--- config.mk ---
export PLATFORM = sky130hd
export DESIGN_NAME = mem_arbiter_flat
export DESIGN_NICKNAME = d
export VERILOG_FILES = /design/src/rtl/mem_arbiter_if.sv /design/src/rtl/mem_arbiter.sv /design/src/flat_wrapper.sv
export SDC_FILE = /design/constraint.sdc
export NUM_CORES = 1
export LEC_CHECK = 0
export ABC_AREA = 1
export CAP_MARGIN = 20
export CORE_MARGIN = 2
export CORE_UTILIZATION = 35
export DETAILED_ROUTE_END_ITERATION = 8
export GPL_ROUTABILITY_DRIVEN = 0
export PLACE_DENSITY = 0.73
export SYNTH_ARGS = -nofsm -noshare
export SYNTH_HDL_FRONTEND = slang
export SYNTH_SLANG_ARGS = --single-unit
--- constraint.sdc ---
create_clock -name clk -period 1.95 [get_ports clk]
set_clock_uncertainty 0.15 [all_clocks]
set_input_delay 0.39 -clock clk [delete_from_list [all_inputs] [get_ports clk]]
set_output_delay 0.39 -clock clk [all_outputs]
set_load 0.02 [all_outputs]
--- src/rtl/mem_arbiter_if.sv ---
// Request/response and memory-bus bundle between the two core ports, the
// arbiter and the unified SRAM macro.
interface mem_arbiter_if #(
    parameter int ADDR_WIDTH = 12,
    parameter int DATA_WIDTH = 32
);
    // instruction-fetch port
    logic                  im_req;
    logic [9:0]            im_addr;
    logic                  im_gnt;
    logic [DATA_WIDTH-1:0] im_rdata;
    logic                  im_rvalid;

    // data port
    logic                  dm_req;
    logic                  dm_we;
    logic [ADDR_WIDTH-1:0] dm_addr;
    logic [DATA_WIDTH-1:0] dm_wdata;
    logic                  dm_gnt;
    logic [DATA_WIDTH-1:0] dm_rdata;
    logic                  dm_rvalid;

    // memory macro side
    logic                  mem_enable;
    logic                  mem_read;
    logic                  mem_write;
    logic [ADDR_WIDTH-1:0] mem_address;
    logic [DATA_WIDTH-1:0] mem_in;
    logic [DATA_WIDTH-1:0] mem_out;

    // performance counter
    logic [15:0]           conflict_cnt;

    // arbiter view
    modport slave (
        input  im_req, im_addr, dm_req, dm_we, dm_addr, dm_wdata, mem_out,
        output im_gnt, im_rdata, im_rvalid, dm_gnt, dm_rdata, dm_rvalid,
        output mem_enable, mem_read, mem_write, mem_address, mem_in, conflict_cnt
    );

    // requesters and memory view
    modport master (
        output im_req, im_addr, dm_req, dm_we, dm_addr, dm_wdata, mem_out,
        input  im_gnt, im_rdata, im_rvalid, dm_gnt, dm_rdata, dm_rvalid,
        input  mem_enable, mem_read, mem_write, mem_address, mem_in, conflict_cnt
    );
endinterface

--- src/rtl/mem_arbiter.sv ---
// Round-robin arbiter sharing one single-port SRAM between the fetch (IM)
// and data (DM) ports. One command per access slot; reads take an extra
// response cycle, writes allow immediate re-arbitration to the other port.
module mem_arbiter #(
    parameter int                    ADDR_WIDTH = 12,
    parameter int                    DATA_WIDTH = 32,
    parameter logic [ADDR_WIDTH-1:0] IM_BASE    = 12'hC00
) (
    input  logic          clk,
    input  logic          rst,
    mem_arbiter_if.slave  bus
);
    typedef enum logic [1:0] {
        IDLE   = 2'd0,
        ACCESS = 2'd1,
        RESP   = 2'd2
    } state_t;

    localparam logic OWNER_IM = 1'b0;
    localparam logic OWNER_DM = 1'b1;

    state_t                state_reg, state_next;
    logic                  owner_reg, owner_next;
    logic                  we_reg, we_next;
    logic [ADDR_WIDTH-1:0] addr_reg, addr_next;
    logic [DATA_WIDTH-1:0] wdata_reg, wdata_next;
    logic                  last_winner_reg, last_winner_next;
    logic [15:0]           conflict_cnt_reg, conflict_cnt_next;

    logic                  in_access;
    logic                  im_elig;
    logic                  dm_elig;
    logic                  contended;
    logic                  pick_dm;
    logic [ADDR_WIDTH-1:0] im_mem_addr;

    // The port owning the current ACCESS cycle is masked so it cannot win
    // the slot right behind its own write.
    assign in_access   = (state_reg == ACCESS);
    assign im_elig     = bus.im_req && !(in_access && owner_reg == OWNER_IM);
    assign dm_elig     = bus.dm_req && !(in_access && owner_reg == OWNER_DM);
    assign contended   = im_elig && dm_elig;
    assign pick_dm     = contended ? (last_winner_reg == OWNER_IM) : dm_elig;
    // Fetch window is relocated by IM_BASE and wraps within the address space.
    assign im_mem_addr = IM_BASE + ADDR_WIDTH'(bus.im_addr);

    // State and command registers; reset drops any in-flight access.
    always_ff @(posedge clk or posedge rst) begin
        if (rst) begin
            state_reg        <= IDLE;
            owner_reg        <= OWNER_IM;
            we_reg           <= 1'b0;
            addr_reg         <= '0;
            wdata_reg        <= '0;
            last_winner_reg  <= OWNER_DM;
            conflict_cnt_reg <= 16'd0;
        end else begin
            state_reg        <= state_next;
            owner_reg        <= owner_next;
            we_reg           <= we_next;
            addr_reg         <= addr_next;
            wdata_reg        <= wdata_next;
            last_winner_reg  <= last_winner_next;
            conflict_cnt_reg <= conflict_cnt_next;
        end
    end

    // Next state: read ACCESS always moves to RESP; every other cycle ends
    // in an arbitration that either loads a new command or falls to IDLE.
    always_comb begin
        state_next        = state_reg;
        owner_next        = owner_reg;
        we_next           = we_reg;
        addr_next         = addr_reg;
        wdata_next        = wdata_reg;
        last_winner_next  = last_winner_reg;
        conflict_cnt_next = conflict_cnt_reg;

        if (in_access && !we_reg) begin
            state_next = RESP;
        end else if (im_elig || dm_elig) begin
            state_next       = ACCESS;
            owner_next       = pick_dm;
            last_winner_next = pick_dm;
            we_next          = pick_dm && bus.dm_we;
            addr_next        = pick_dm ? bus.dm_addr : im_mem_addr;
            wdata_next       = pick_dm ? bus.dm_wdata : '0;
            if (contended && conflict_cnt_reg != 16'hFFFF) begin
                conflict_cnt_next = conflict_cnt_reg + 16'd1;
            end
        end else begin
            state_next = IDLE;
        end
    end

    // Outputs decoded from the registered state and command.
    always_comb begin
        bus.mem_enable  = 1'b0;
        bus.mem_read    = 1'b0;
        bus.mem_write   = 1'b0;
        bus.mem_address = '0;
        bus.mem_in      = '0;
        bus.im_gnt      = 1'b0;
        bus.dm_gnt      = 1'b0;
        bus.im_rvalid   = 1'b0;
        bus.dm_rvalid   = 1'b0;
        bus.im_rdata    = '0;
        bus.dm_rdata    = '0;

        case (state_reg)
            ACCESS: begin
                bus.mem_enable  = 1'b1;
                bus.mem_read    = !we_reg;
                bus.mem_write   = we_reg;
                bus.mem_address = addr_reg;
                bus.mem_in      = we_reg ? wdata_reg : '0;
                bus.im_gnt      = (owner_reg == OWNER_IM);
                bus.dm_gnt      = (owner_reg == OWNER_DM);
            end
            RESP: begin
                if (owner_reg == OWNER_DM) begin
                    bus.dm_rvalid = 1'b1;
                    bus.dm_rdata  = bus.mem_out;
                end else begin
                    bus.im_rvalid = 1'b1;
                    bus.im_rdata  = bus.mem_out;
                end
            end
            default: ;
        endcase
    end

    assign bus.conflict_cnt = conflict_cnt_reg;
endmodule

--- src/flat_wrapper.sv ---
// flat-port wrapper written by rule: the top's interface ports become plain ports
module mem_arbiter_flat 
#(
    parameter int                    ADDR_WIDTH = 12,
    parameter int                    DATA_WIDTH = 32,
    parameter logic [ADDR_WIDTH-1:0] IM_BASE    = 12'hC00
)
  (clk, rst, bus_im_req, bus_im_addr, bus_dm_req, bus_dm_we, bus_dm_addr, bus_dm_wdata, bus_mem_out, bus_im_gnt, bus_im_rdata, bus_im_rvalid, bus_dm_gnt, bus_dm_rdata, bus_dm_rvalid, bus_mem_enable, bus_mem_read, bus_mem_write, bus_mem_address, bus_mem_in, bus_conflict_cnt);
  mem_arbiter_if #(.ADDR_WIDTH(ADDR_WIDTH), .DATA_WIDTH(DATA_WIDTH)) bus_i ();
  input  logic clk;
  input  logic rst;
  input wire logic [$bits(bus_i.im_req)-1:0] bus_im_req;
  input wire logic [$bits(bus_i.im_addr)-1:0] bus_im_addr;
  input wire logic [$bits(bus_i.dm_req)-1:0] bus_dm_req;
  input wire logic [$bits(bus_i.dm_we)-1:0] bus_dm_we;
  input wire logic [$bits(bus_i.dm_addr)-1:0] bus_dm_addr;
  input wire logic [$bits(bus_i.dm_wdata)-1:0] bus_dm_wdata;
  input wire logic [$bits(bus_i.mem_out)-1:0] bus_mem_out;
  output wire logic [$bits(bus_i.im_gnt)-1:0] bus_im_gnt;
  output wire logic [$bits(bus_i.im_rdata)-1:0] bus_im_rdata;
  output wire logic [$bits(bus_i.im_rvalid)-1:0] bus_im_rvalid;
  output wire logic [$bits(bus_i.dm_gnt)-1:0] bus_dm_gnt;
  output wire logic [$bits(bus_i.dm_rdata)-1:0] bus_dm_rdata;
  output wire logic [$bits(bus_i.dm_rvalid)-1:0] bus_dm_rvalid;
  output wire logic [$bits(bus_i.mem_enable)-1:0] bus_mem_enable;
  output wire logic [$bits(bus_i.mem_read)-1:0] bus_mem_read;
  output wire logic [$bits(bus_i.mem_write)-1:0] bus_mem_write;
  output wire logic [$bits(bus_i.mem_address)-1:0] bus_mem_address;
  output wire logic [$bits(bus_i.mem_in)-1:0] bus_mem_in;
  output wire logic [$bits(bus_i.conflict_cnt)-1:0] bus_conflict_cnt;
  assign bus_i.im_req = bus_im_req;
  assign bus_i.im_addr = bus_im_addr;
  assign bus_i.dm_req = bus_dm_req;
  assign bus_i.dm_we = bus_dm_we;
  assign bus_i.dm_addr = bus_dm_addr;
  assign bus_i.dm_wdata = bus_dm_wdata;
  assign bus_i.mem_out = bus_mem_out;
  assign bus_im_gnt = bus_i.im_gnt;
  assign bus_im_rdata = bus_i.im_rdata;
  assign bus_im_rvalid = bus_i.im_rvalid;
  assign bus_dm_gnt = bus_i.dm_gnt;
  assign bus_dm_rdata = bus_i.dm_rdata;
  assign bus_dm_rvalid = bus_i.dm_rvalid;
  assign bus_mem_enable = bus_i.mem_enable;
  assign bus_mem_read = bus_i.mem_read;
  assign bus_mem_write = bus_i.mem_write;
  assign bus_mem_address = bus_i.mem_address;
  assign bus_mem_in = bus_i.mem_in;
  assign bus_conflict_cnt = bus_i.conflict_cnt;
  mem_arbiter #(.ADDR_WIDTH(ADDR_WIDTH), .DATA_WIDTH(DATA_WIDTH), .IM_BASE(IM_BASE)) u_core (.clk(clk), .rst(rst), .bus(bus_i));
endmodule
# After elaboration in Yosys (flattened, before gate mapping)
# Index checks and enable logic that the tools add are counted.
[word_totals] romBits=0 output_inout_bits=131 elab_cells=50 mem_bits_rw=0 regBits=65 latch_bits=0 mem_count=0 in_bits=91
[op_classes] n_mux=21 div=0 shift=0 addsub=2 bitwise=3 eq_ne=3 reduce_logical=14 n_mul=0 magnitude_cmp=0
[op_table] op="32-bit 2-to-1 mux" count=7
[op_table] op="12-bit 2-to-1 mux" count=2
[op_table] op="16-bit by 1-bit adder with 16-bit output, second input constant" count=1
[op_table] op="16-bit inequality test, second input constant" count=1
[op_table] op="11-bit by 11-bit adder with 12-bit output, first input constant" count=1
[op_table] op="1-bit 2-to-1 mux" count=11
[op_table] op="1-bit logical AND" count=8
[op_table] op="1-bit zero test" count=3
[op_table] op="1-bit NOT" count=3
[op_table] op="3-bit AND reduction" count=1
[op_table] op="2-bit by 1-bit == test with 1-bit output, second input constant" count=1
[op_table] op="2-bit == test, second input constant" count=1
[op_table] op="2-bit 2-to-1 mux" count=1
[op_table] op="2-bit AND reduction" count=1
[op_table] op="1-bit logical OR" count=1

# Longest topological paths before layout
[logic_depth] ltp_word=7 mapped_depth=10 ltp_nobuf=9

# Worst setup path before layout
# No wires, ideal clock.
[synth_path] path_kind="register to output" startpoint="register u_core.state_reg[1]" endpoint="output port bus_dm_rdata[10]" setup_slack_ns=-0.129 t_arrival_ns=1.539 path_buffers=1 path_stages_with_launch=8 required_ns=1.410 cell_sequence="dfrtp_1 inv_2 nor2_1 inv_1 nor2_1 inv_1 clkbuf_1 nor2_1"
[synth_via] elab_chain_cells=2
[synth_lines] item="start: declaration" line="mem_arbiter.sv:22" source="state_t state_reg, state_next;"
[synth_lines] item="start signal: assignment" line="mem_arbiter.sv:58" source="state_reg <= state_next;"
[synth_lines] item="2-bit == test" line="mem_arbiter.sv:110" source="case (state_reg)"
[synth_lines] item="32-bit 2-to-1 mux" line="mem_arbiter.sv:110"
[synth_lines] item="end: declaration" line="flat_wrapper.sv:23" source="output wire logic [$bits(bus_i.dm_rdata)-1:0] bus_dm_rdata;"
# Every way passes these cells.

# Worst setup path in the final report
[layout_path] startpoint="register u_core.state_reg[1]" endpoint="output port bus_im_rdata[13]"
[layout_via] elab_chain_cells=2
[layout_lines] item="2-bit == test" line="mem_arbiter.sv:110"
[layout_lines] item="32-bit 2-to-1 mux" line="mem_arbiter.sv:110"
[layout_lines] item="end: declaration" line="flat_wrapper.sv:20" source="output wire logic [$bits(bus_i.im_rdata)-1:0] bus_im_rdata;"
# Every way passes these cells.

==> reports/qor.yml <==
worst_setup_path:
  r2r-start: "u_core.state_reg[0]$_DFF_PP0_"
  cp-start-kind: "flip-flop"
  cp-startpoint: "u_core.state_reg[1]$_DFF_PP0_"
  r2r_end: "u_core.owner_reg$_DFFE_PP0P_"
  crit_end: "bus_im_rdata[13]"
  endpoint_kind: "output port"
  reg2reg_depth: 12
  criticalPathCategory: "reg2out"
  required_ns: 1.41
  crit_fanout: 16
  r2r_setup_slack_ns: 0
  worst_ep_arrival_time_ns: 1.58
global_routing:
  grt_pass1_wl_mm: 22.1
  grt_start_max_net_pins: 66
  antenna_found_initial: 2
  use_met2_pct: 39.5
  grt_overflow: 0
  track_usage_pct: 21.9
  globalRouteMet3Util_pct: 5.21
  grt_pass1_vias: 4534
  grt_busiest_layer: "met2"
  use_met1_pct: 24.8
clock_tree:
  clock_sinks: 65
  clk_pin_slew_worst_paths_ns: 0.05
  cts_buffers: 9
  cts.path.max_buffers: 2
  clkLatencyLatePin_ns: 0.32
  h-tree-depth: 3
  cts_root_buffer: "clkbuf_16"
  cts_tree: "done"
pwr:
  pwr-share-comb_pct: 57.2
  power_leakage_nw: 3.93
  swShare_pct: 42.4
  ir_worst_vdd_v: 0.000785
  power.share.clock_pct: 18.1
  intPower_mw: 5.18
  pwr-share-seq_pct: 24.6
  power_switching_mw: 3.82
  power_density_nw_per_um2: 1230
sta:
  worst_slack_ns: -0.174
  tightest_slew_ns: 0.352
  setup_violations: 105
  rsz0062_at_grt: "yes"
  slew_headroom_pct: 76.5
  min_period_over_period_pct: 109
  period_needed_ns: 2.12
  hold_viol_final: 0
  fmax_mhz: 471
  drv_slew: 0
floorplanning:
  start_util_pct: 36.2
  rows: 38
  dieHeight_um: 111
  dieArea_um2: 12200
  core_area_um2: 11000
  io_pins: 222
  die_x_um: 111
finish:
  syn2layout_area_growth_pct: 84.5
  drive_gt1_share_pct: 31.7
  fin_cells: 1004
  fin_area_um2: 7340
  largest_reg_flops: 32
  nets: 949
  fillerInstances: 891
route:
  drtPass1Iterations: 5
  wl_mm: 14.7
  post_drt_wl_per_cell_um: 14.7
  drt.antenna.violating_nets: 0
  drt_iter0_drc: 238
  remaining_drc_errors: 0
  num_vias: 4735
  viasPerCell: 4.72
yosys:
  syn_area_um2: 3980
  yosysUniqueCellTypes: 25
  yosys_most_used_dff: "dfrtp_1"
  ys_top_cells_by_count: "nand2_1, nor2_1, inv_1"
  yosysSeqAreaShare_pct: 40.9
  syn_inst: 618
  syn_nets: 710
  synth_edf_count: 0
  syn_area_per_cell_um2: 6.44
  synthTopCellsByArea: "dfrtp_1, nand2_1, nor2_1"
  synth_top_area_cell: "dfrtp_1"
  synth.most_common_cell: "nand2_1"
  async_flop_share_pct: 100
  ys_warn_count: 0
  synth_top_area_share_pct: 40.2
  ys_ff_latch: 65
flow_run:
  drv_cap: 0
placed_design:
  placed_cells: 976
  hpwlAfterDp_mm: 10.4
  portBuffers: 221
  placed_area_um2: 6510
  pre_cts_ws_ns: -0.353
run_status:
  violations: "setup timing"
  outcome: "complete, but fails checks"
worst_hold_path:
  min_path_type: "reg2reg"
-- routing by layer --
metal  up-vias  share of wire, %
met4         0               2.5
met3        26               5.8
li1       2314                 -
met1      2215                39
met2       180                53
met5         -                 0
-- cell type report --
type	count	area [µm²]	share of cell area, %
timing repair buffer	259	2690	36.6
multi-input combinational	433	2190	29.9
sequential	65	1630	22.2
inverter	89	348	4.74
clock buffer	11	253	3.44
tap	140	175	2.39
clock inverter	5	53.8	0.733
antenna	2	5.00	0.0681
-- layout by cell type, fill, tap and decap left out, types with 9 or more instances in the layout --
cell type,Yosys,layout
clkbuf_16,0,13
nand2_1,210,204
nor2_1,126,61
nor2_2,2,41
nand3_1,61,56
buf_12,0,11
nor2_4,5,31
inv_1,82,78
nand2_2,5,9
dfrtp_1,64,64
clkdlybuf4s50_1,0,90
buf_6,3,60
buf_4,5,72
dlymetal6s2s_1,0,16
-- power groups by stage --
stage	Clock [mW]	Combinational (mW)	Sequential, mW
3_3_place_gp	0	4.18	2.18
3_5_place_dp	0	4.28	2.20
6_report	1.63	5.16	2.22
2_1_floorplan	0	2.38	2.17
4_1_cts	1.68	4.26	2.20
5_1_grt	1.72	5.56	2.28
-- worst min path at each step --
stage | to | from | slack (ns) | depth (start not counted)
detailed placement | u_core.last_winner_reg$_DFFE_PP1P_ | u_core.last_winner_reg$_DFFE_PP1P_ | 0.31 | 2
global placement | u_core.last_winner_reg$_DFFE_PP1P_ | u_core.last_winner_reg$_DFFE_PP1P_ | 0.30 | 2
global route | u_core.wdata_reg[11]$_DFFE_PP0P_ | u_core.wdata_reg[11]$_DFFE_PP0P_ | 0.34 | 2
CTS | u_core.last_winner_reg$_DFFE_PP1P_ | u_core.last_winner_reg$_DFFE_PP1P_ | 0.32 | 2
floorplan | u_core.last_winner_reg$_DFFE_PP1P_ | u_core.last_winner_reg$_DFFE_PP1P_ | 0.29 | 2
finish | u_core.wdata_reg[11]$_DFFE_PP0P_ | u_core.wdata_reg[11]$_DFFE_PP0P_ | 0.33 | 2
-- through the flow --
| step | setup TNS [ns] | util, % | hold WS (ns) | total power, mW |
|---|---|---|---|---|
| 4_1_cts | -15.36 | 60.5 | 0.320 | 8.13 |
| 6_report | -9.10 | 66.9 | 0.328 | 9.01 |
| 3_5_place_dp | -26.29 | 59.3 | 0.315 | 6.48 |
| 2_1_floorplan | -7.73 | - | 0.293 | 4.55 |
| 5_1_grt | -18.18 | 66.9 | 0.344 | 9.56 |
| 3_3_place_gp | -21.92 | 59.3 | 0.304 | 6.36 |
-- cell families after synthesis --
group	Yosys count	share of synthesized area, %
buffers and inverters	120	12.6
xor gates and xnor gates	7	1.54
and+or+nand+nor	416	43.2
AOI/OAI and AO/OA	9	1.41
DFF	65	40.9
adders and majority gates	1	0.314
-- what timing repair did --
| item | CTS | global route |
|---|---|---|
| endpoints found under the setup margin | 128 | 184 |
| gates cloned | 0 | 7 |
| gates resized for setup | 550 | 218 |
| setup buffers | 0 | 3 |
| pin swaps | 0 | 7 |
| hold buffers | 0 | 0 |
-- worst max-delay path, stage by stage, from the launching register on --
cell and delay (ns):
dfrtp_1 0.40, inv_2 0.07, nor2_4 0.08, inv_2 0.06, nor2_4 0.13, inv_4 0.06
buf_12 0.15, nor2_1 0.13, buf_4 0.17
No activity file was read; power rests on OpenSTA's default activity.
